### src/rtl/vga_rx_monitor.sv
// vga_rx_monitor: checks VGA sync timing, locks after clean frames and captures active pixels
// Ports: clk, rst (sync, active-high); pix_en pixel strobe; Hsync/Vsync active-low syncs;
//        vgaRed/vgaGreen/vgaBlue colour in; x, y, rgb, pix_valid captured pixel;
//        locked timing verified; frame_done end of active frame; h_err/v_err error pulses.
module vga_rx_monitor #(
  parameter int H_ACTIVE = 640,
  parameter int H_FRONT = 16,
  parameter int H_SYNC = 96,
  parameter int H_BACK = 48,
  parameter int V_ACTIVE = 480,
  parameter int V_FRONT = 10,
  parameter int V_SYNC = 2,
  parameter int V_BACK = 33,
  parameter int SYNC_TOL = 1,
  parameter int LOCK_FRAMES = 2
) (
  input  logic        clk,
  input  logic        rst,
  input  logic        pix_en,
  input  logic        Hsync,
  input  logic        Vsync,
  input  logic [3:0]  vgaRed,
  input  logic [3:0]  vgaGreen,
  input  logic [3:0]  vgaBlue,
  output logic [9:0]  x,
  output logic [9:0]  y,
  output logic        pix_valid,
  output logic [11:0] rgb,
  output logic        locked,
  output logic        frame_done,
  output logic        h_err,
  output logic        v_err
);
  localparam logic [11:0] HT = 12'(H_ACTIVE + H_FRONT + H_SYNC + H_BACK);
  localparam logic [11:0] VT = 12'(V_ACTIVE + V_FRONT + V_SYNC + V_BACK);
  localparam logic [9:0] HB = 10'(H_BACK);
  localparam logic [9:0] HE = 10'(H_BACK + H_ACTIVE - 1);
  localparam logic [9:0] VB = 10'(V_BACK);
  localparam logic [9:0] VE = 10'(V_BACK + V_ACTIVE - 1);
  localparam logic [6:0] HS_MIN = 7'(H_SYNC - SYNC_TOL);
  localparam logic [6:0] HS_MAX = 7'(H_SYNC + SYNC_TOL);
  localparam logic [6:0] VS_MIN = 7'(V_SYNC - SYNC_TOL);
  localparam logic [6:0] VS_MAX = 7'(V_SYNC + SYNC_TOL);
  localparam logic [7:0] LF = 8'(LOCK_FRAMES);
  typedef enum logic [1:0] {SEARCH, TRAIN, LOCK} state_t;
  state_t state, nxt;
  logic h_prev, v_prev, h_seen, v_seen;
  logic [9:0] hcnt, vcnt, hc, vc;
  logic [6:0] hsw, vsw;
  logic [11:0] lcnt, fcnt, fc;
  logic [7:0] clean;
  logic h_rise, h_fall, v_rise, he, ve, err, act;
  // hc/vc/fc are the counts as seen by the current sample, so the active window and
  // frame length are judged on this sample rather than on last sample's registers
  always_comb begin
    h_rise = ~h_prev & Hsync;
    h_fall = h_prev & ~Hsync;
    v_rise = ~v_prev & Vsync;
    hc = h_rise ? '0 : hcnt + {9'd0, hcnt != 10'h3ff};
    vc = v_rise ? '0 : vcnt + {9'd0, h_rise && vcnt != 10'h3ff};
    fc = fcnt + {11'd0, h_rise && fcnt != 12'hfff};
    he = (h_rise && (hsw < HS_MIN || hsw > HS_MAX)) || (h_fall && h_seen && lcnt != HT);
    ve = v_rise && (vsw < VS_MIN || vsw > VS_MAX || (v_seen && fc != VT));
    err = he | ve;
    act = hc >= HB && hc <= HE && vc >= VB && vc <= VE;
    nxt = state == SEARCH ? (v_rise ? TRAIN : SEARCH)
        : err ? SEARCH
        : (state == TRAIN && v_rise && clean + 8'd1 == LF) ? LOCK : state;
  end
  always_ff @(posedge clk) begin
    pix_valid <= 1'b0;
    frame_done <= 1'b0;
    h_err <= 1'b0;
    v_err <= 1'b0;
    if (rst) begin
      state <= SEARCH;
      h_prev <= 1'b1;
      v_prev <= 1'b1;
      h_seen <= 1'b0;
      v_seen <= 1'b0;
      hcnt <= '0;
      vcnt <= '0;
      hsw <= '0;
      vsw <= '0;
      lcnt <= '0;
      fcnt <= '0;
      clean <= '0;
      x <= '0;
      y <= '0;
      rgb <= '0;
      locked <= 1'b0;
    end else if (pix_en) begin
      h_prev <= Hsync;
      v_prev <= Vsync;
      hcnt <= hc;
      vcnt <= vc;
      hsw <= Hsync ? '0 : hsw + {6'd0, hsw != 7'h7f};
      vsw <= Vsync ? '0 : vsw + {6'd0, h_rise && vsw != 7'h7f};
      lcnt <= h_fall ? 12'd1 : lcnt + {11'd0, lcnt != 12'hfff};
      fcnt <= v_rise ? '0 : fc;
      // dropping back to search restarts both interval checks from scratch
      h_seen <= (h_seen | h_fall) & ~(err && state != SEARCH);
      v_seen <= (v_seen | v_rise) & ~(err && state != SEARCH);
      clean <= state == SEARCH ? '0 : (state == TRAIN && v_rise && !err) ? clean + 8'd1 : clean;
      h_err <= he;
      v_err <= ve;
      state <= nxt;
      locked <= nxt == LOCK;
      if (state == LOCK && !err && act) begin
        pix_valid <= 1'b1;
        x <= hc - HB;
        y <= vc - VB;
        rgb <= {vgaRed, vgaGreen, vgaBlue};
        frame_done <= hc == HE && vc == VE;
      end
    end
  end
endmodule

### config.mk
export PLATFORM = sky130hd
export DESIGN_NAME = vga_rx_monitor
export DESIGN_NICKNAME = d
export VERILOG_FILES = /design/src/rtl/vga_rx_monitor.sv
export SDC_FILE = /design/constraint.sdc
export NUM_CORES = 1
export LEC_CHECK = 0
export ABC_CLOCK_PERIOD_IN_PS = 4700
export CORE_MARGIN = 4
export CORE_UTILIZATION = 45
export DETAILED_ROUTE_END_ITERATION = 12
export PLACE_DENSITY = 0.69
export SETUP_SLACK_MARGIN = 0.1
export SLEW_MARGIN = 20
export SYNTH_ARGS = -nofsm -noshare
export SYNTH_HDL_FRONTEND = slang
export SYNTH_SLANG_ARGS = --single-unit
### constraint.sdc
create_clock -name clk -period 4.7 [get_ports clk]
set_clock_uncertainty 0.15 [all_clocks]
set_input_delay 0.705 -clock clk [delete_from_list [all_inputs] [get_ports clk]]
set_output_delay 0.705 -clock clk [all_outputs]
set_load 0.1 [all_outputs]
After elaboration in Yosys (flattened, before gate mapping) --
Index checks and enable logic that the tools add are counted.
Cells by class: $add $sub $neg 9, multipliers 0, div/mod/pow operators 0, order comparisons 8, equal/unequal tests 14, shift-type cells 0, multiplexer cells 13, bitwise gates (word level) 14, reductions and logical operators 30
Operators with widths (count):
- $add 12x1->12 | 2
- $mux 12 | 2
- $ne 12x10->1 const B | 2
- $ne 12x12->1 const B | 2
- $add 10x1->10 | 2
- $eq 10x10->1 const B | 2
- $ge 10x6->1 const B | 2
- $le 10x10->1 const B | 2
- $mux 10 | 2
- $ne 10x10->1 const B | 2
- $sub 10x6->10 const B | 2
- $logic_and 1x1->1 | 18
- $mux 8 | 2
- $add 7x1->7 | 2
- $mux 7 | 2
- $ne 7x7->1 const B | 2
- $add 8x1->8 const B | 1
- $eq 8x2->1 const B | 1
- $gt 7x2->1 const B | 1
- $gt 7x7->1 const B | 1
- $lt 7x1->1 const B | 1
- $lt 7x7->1 const B | 1
- $mux 2 | 3
- $not 1->1 | 6
- other kinds (12) | 25
Word-level totals: flip-flop bits (word level) 109, bits in latches 0, RAM bits 0, memory bits (read-only) 0, memories 0

Depth between registers and ports, before layout --
depth after elaboration 14, mapped depth 17, mapped depth without buffers 14

Worst setup path after synthesis --
OpenSTA, ideal clock, no wires.
kind input port to flip-flop, start point input Hsync, end point register clean[6], library setup time 0.070 ns, arrival time 3.908 ns, slack 0.572 ns, cell stages on the path 14, buffers on the path 3, path through nand2b_1 -> clkbuf_1 -> a21oi_1 -> ha_1 -> ha_1 -> and3_1 -> buf_6 -> and2_4 -> o311a_1 -> or4_1 -> buf_2 -> o311a_4 -> or4_1 -> a21oi_1
Between the ends: cells in the longest elaborated chain, start to end 12, elaborated cells on any way between the ends 18, classes of those cells add/sub (1); eq/ne (1); bitwise (4); reduce/logical (12)
Ends and longest elaborated chain:
- start, declared | RTL line 20 | input logic Hsync,
- $and 1x1->1 | RTL line 56 | h_rise = ~h_prev & Hsync;
- $logic_and 1x1->1 | RTL line 61 | fc = fcnt + {11'd0, h_rise && fcnt != 12'hfff};
- $add 12x1->12 | RTL line 61
- $ne 12x10->1 | RTL line 63 | ve = v_rise && (vsw < VS_MIN || vsw > VS_MAX || (v_seen && fc != VT));
- $logic_and 1x1->1 | RTL line 63
- $logic_or 1x1->1 | RTL line 63
- $logic_and 1x1->1 | RTL line 63
- $or 1x1->1 (*) | RTL line 64 | err = he | ve;
- $logic_not 1->1 (*) | RTL line 104 | clean <= state == SEARCH ? '0 : (state == TRAIN && v_rise && !err) ? clean + 8'd1 : clean;
- $logic_and 1x1->1 (*) | RTL line 104
- $reduce_bool 2->1 (no source line) (*)
- $reduce_and 2->1 (no source line) (*)
- end signal, assigned | RTL line 104
- end, declared | RTL line 51 | logic [7:0] clean;
Mark *: on every way between the ends. The rest lies on a longest branch, timed or not. A chain may end at the register's enable or synchronous reset.

Worst setup path in the final report --
start point register hcnt[4], end point register x[1]
Between the ends: cells in the longest elaborated chain, start to end 9, elaborated cells on any way between the ends 11, classes of those cells add/sub (2); order compare (2); eq/ne (1); mux (1); reduce/logical (5)
Ends and longest elaborated chain:
- start, declared | RTL line 48 | logic [9:0] hcnt, vcnt, hc, vc;
- start signal, assigned | RTL line 81 | hcnt <= '0;
- start signal, assigned | RTL line 95 | hcnt <= hc;
- $ne 10x10->1 | RTL line 59 | hc = h_rise ? '0 : hcnt + {9'd0, hcnt != 10'h3ff};
- $add 10x1->10 (*) | RTL line 59
- $mux 10 (*) | RTL line 59
- net hc[5] | RTL line 48
- $ge 10x6->1 or $le 10x10->1 (tied branches) | RTL line 65 | act = hc >= HB && hc <= HE && vc >= VB && vc <= VE;
- $logic_and 1x1->1 (*) (3 in series) | RTL line 65
- $logic_and 1x1->1 (*) | RTL line 109 | if (state == LOCK && !err && act) begin
- $reduce_and 2->1 (no source line) (*)
- end signal, assigned | RTL line 111 | x <= hc - HB;
- end, declared | RTL line 25 | output logic [9:0] x,
The timed path passes the listed nets; every way through them passes the cells marked *.

==> results.tsv <==
stage	metric	value	unit
placed_design	RePlAce Congestion	0.884	
timing	Final setup viols	0	
clocking	CTS clk-pin slew, worst paths	0.07	ns
worst_setup_path	flop2flop setup slack	0.43	ns
placed_design	buffers added on ports	53	
drt	routed vias/inst	5.96	
drt	# DRC	0	
logic_synthesis	Synth async-reset ratio	0	
timing	Slew @ Worst Pin	1.02	ns
timing	Final period util	0.908	
die	core area	12800	µm²
worst_setup_path	CP startpoint	hcnt[4]	
worst_setup_path	r2r endpoint	x[1]	
worst_hold_path	Hold Path Class	reg -> reg	
grt	gr ovfl total	0	
clocking	CTS tree	done	
cells_and_area	Area Growth Syn to Fin	15.8	%
worst_setup_path	Critical Path Start Type	flip-flop	
timing	fin. max-slew vios	0	
clocking	clk sinks	109	
worst_setup_path	Reg2Reg Depth	14	
cells_and_area	final instance area	6870	µm²
drt	Routed WL	15600	µm
power	maximum VDD drop	156	µV
cells_and_area	Final #Nets	801	
clocking	cts hold-fix bufs	0	
worst_setup_path	Critical Path End Type	flip-flop	
logic_synthesis	Mapped Nets	772	
grt	initial antenna violation count	0	
clocking	CTS Buffer Depth	2	
die	Die Y	123	µm
die	Initial Util	0.465	
logic_synthesis	EDFF count, synth	0	
run	max_cap viols	0	
drt	DR top layer	met4	
logic_synthesis	top cell type's share of synthesized area	0.368	
status	status	finished clean	
worst_setup_path	worst r2r src	hcnt[4]	
timing	Slew headroom	0.319	
grt	largest net degree at the start of global routing	53	
placed_design	Placed Area	6560	µm²
die	boundary pin count	54	
drt	routed len/inst	16.5	µm
logic_synthesis	most common flop cell mapped by yosys	dfxtp_1	
logic_synthesis	Yosys Warn Count	0	
logic_synthesis	top post-synthesis cells by count	dfxtp_1, nor2_1, a21oi_1	
logic_synthesis	Area contributors post-synth	dfxtp_1, a21oi_1, nor2_1, nand3_1, ha_1	
logic_synthesis	sequential element share of the synthesized area	0.368	
worst_setup_path	CP max stage cell	or4_1	
drt	Antenna Violating Nets Remaining	0	
drt	routed length on met1	6860	µm
timing	crit path time final	4.27	ns
clocking	cts bufs inserted	9	
placed_design	hpwl dp	11000	µm
logic_synthesis	syn_area_per_cell	8.06	µm²
worst_setup_path	WP depth	14	
worst_setup_path	Arrival @ worst endpoint	4.37	ns
cells_and_area	layout cells sized above 1	0.0636	
worst_setup_path	WP buf/inv	0	
clocking	insertion delay to the later sink of the worst-skew pair	0.36	ns
worst_setup_path	WS Path Type	reg -> reg	
logic_synthesis	Synth cell types	66	
cells_and_area	diode count	0	
worst_setup_path	Worst Setup EP	x[1]	
grt	vias in the first global route	5318	
power	Power Density	262	nW/µm²
clocking	CTS Root Buffer Type	clkbuf_16	
die	die area	15100	µm²
drt	Iter 0 DRT Violations	486	
worst_setup_path	crit-path max cell delay	0.56	ns
timing	RSZ-0062 raised after global routing	false	
worst_setup_path	Required @ worst endpoint	4.80	ns
logic_synthesis	Syn Inst Count	736	
drt	Met3 Wirelength	624	µm
timing	Total Neg Setup Slack	0	ns
die	die width	123	µm
logic_synthesis	cell with the most instances after synthesis	dfxtp_1	
timing	Fin. Hold Viols	0	
grt	first-pass GRT wire length	25600	µm
grt	All-Layer GR Usage	0.210	
logic_synthesis	Synth Cell Area	5930	µm²
drt	routed vias	5610	
worst_setup_path	Crit path max-delay family	simple AND/OR/NAND/NOR gates	
die	row count	41	
power	leakage power	2.38	nW
worst_setup_path	CP max FO	7	
drt	router iterations before antenna repair	5	
logic_synthesis	cell taking the most area after synthesis	dfxtp_1	
drt	met2 routed WL	7800	µm
timing	Fmax achieved	234	MHz
worst_setup_path	CP Cell Sequence	nand4_1 -> or4_1 -> ha_1 -> and4_1 -> nand2_1 -> xor2_1 -> nor2_1 -> ha_1 -> nand4_1 -> or4_1 -> a221oi_2 -> o221a_2 -> nand2_1 -> a31o_2	
clocking	H-tree depth	3	
logic_synthesis	flops & latches, synth	109	
## flip-flops by register name (all words and copies together) (netlist names)
register,cells
v_seen,1
vsw,7
rgb,12
frame_done,1
x,10
y,10
locked,1
v_err,1
state,2
h_err,1
fcnt,12
pix_valid,1
lcnt,12
clean,8
hsw,7
v_prev,1
vcnt,10
h_prev,1
h_seen,1
hcnt,10
## how the worst min path moves through the flow
stage	from	end	slack, ns	cells past startpoint
after detailed placement	locked	locked	0.31	2
after CTS	locked	locked	0.32	2
final	locked	locked	0.32	2
after global routing	rgb[5]	rgb[5]	0.35	2
after global placement	v_prev	v_prev	0.31	1
after floorplan	v_prev	v_prev	0.29	1
## cell families (layout without fill, tap and decap cells)
kind of cell	count (synthesis)	count (layout)	share of synthesized area
AO/OA/AOI/OAI	187	187	0.205
XOR/XNOR	46	46	0.0679
adder cells (fa/ha/maj)	19	19	0.0401
buffers and inverters	58	92	0.0415
flip-flops	109	109	0.368
multiplexers	14	14	0.0238
AND/OR/NAND/NOR	303	303	0.254
## power breakdown
| group | internal, mW | switching, mW | total, mW |
|---|---|---|---|
| logic | 0.0493 | 0.0980 | 0.147 |
| clock network | 0.362 | 0.352 | 0.714 |
| registers | 0.930 | 0.00731 | 0.937 |
## per-stage QoR
| step | utilization | hold WS, ns | setup slack [ns] | std cells | power, mW |
|---|---|---|---|---|---|
| 2_1_floorplan | - | 0.294 | 0.572 | 736 | 1.05 |
| 3_3_place_gp | 0.514 | 0.305 | 0.250 | 924 | 1.10 |
| 3_5_place_dp | 0.514 | 0.311 | 0.168 | 924 | 1.10 |
| 4_1_cts | 0.535 | 0.323 | 0.276 | 940 | 1.81 |
| 5_1_grt | 0.538 | 0.347 | 0.0953 | 942 | 1.87 |
| 6_report | 0.538 | 0.317 | 0.432 | 942 | 1.80 |
## worst reg2reg max path, cell delays in order (launching register included)
cell      delay [ns]
dfxtp_1         0.45
nand4_1         0.22
or4_1           0.56
ha_1            0.24
and4_1          0.28
nand2_1         0.12
xor2_1          0.06
nor2_1          0.18
ha_1            0.21
nand4_1         0.08
or4_1           0.47
a221oi_2        0.33
o221a_2         0.37
nand2_1         0.17
a31o_2          0.29
## cell type report
class	count	area, µm²
well taps	172	215
inverters	9	33.8
flip-flops and latches	109	2180
repair buffers	67	651
clock buffers	11	233
multi-input cells	569	3520
fillers	1209	5900
clock inverters	5	36.3
## layer usage
| metal | GRT usage | vias up |
|---|---|---|
| li1 | - | 2751 |
| met1 | 0.263 | 2698 |
| met2 | 0.357 | 129 |
| met3 | 0.0479 | 32 |
| met4 | 0.0658 | 0 |
| met5 | 0 | - |
## placed cells by master, fill, tap and decap left out, drive strengths merged, types with 13 or more instances in the layout
cell           synthesis  final
a211oi                17     17
a21oi                 67     67
buf                   13     16
clkdlybuf4s50          0     51
dfxtp                109    109
ha                    19     19
mux2i                 13     13
nand2                 57     57
nand3                 51     51
nand4                 20     20
nor2                  89     89
nor3                  16     16
o21ai                 43     43
xnor2                 21     21
xor2                  25     25
## repair_timing
action	4_1_cts	5_1_grt
buffers inserted	0	2
endpoints found under the setup margin	0	31
gates resized for setup	0	4
Power figures use the tool's default switching activity.
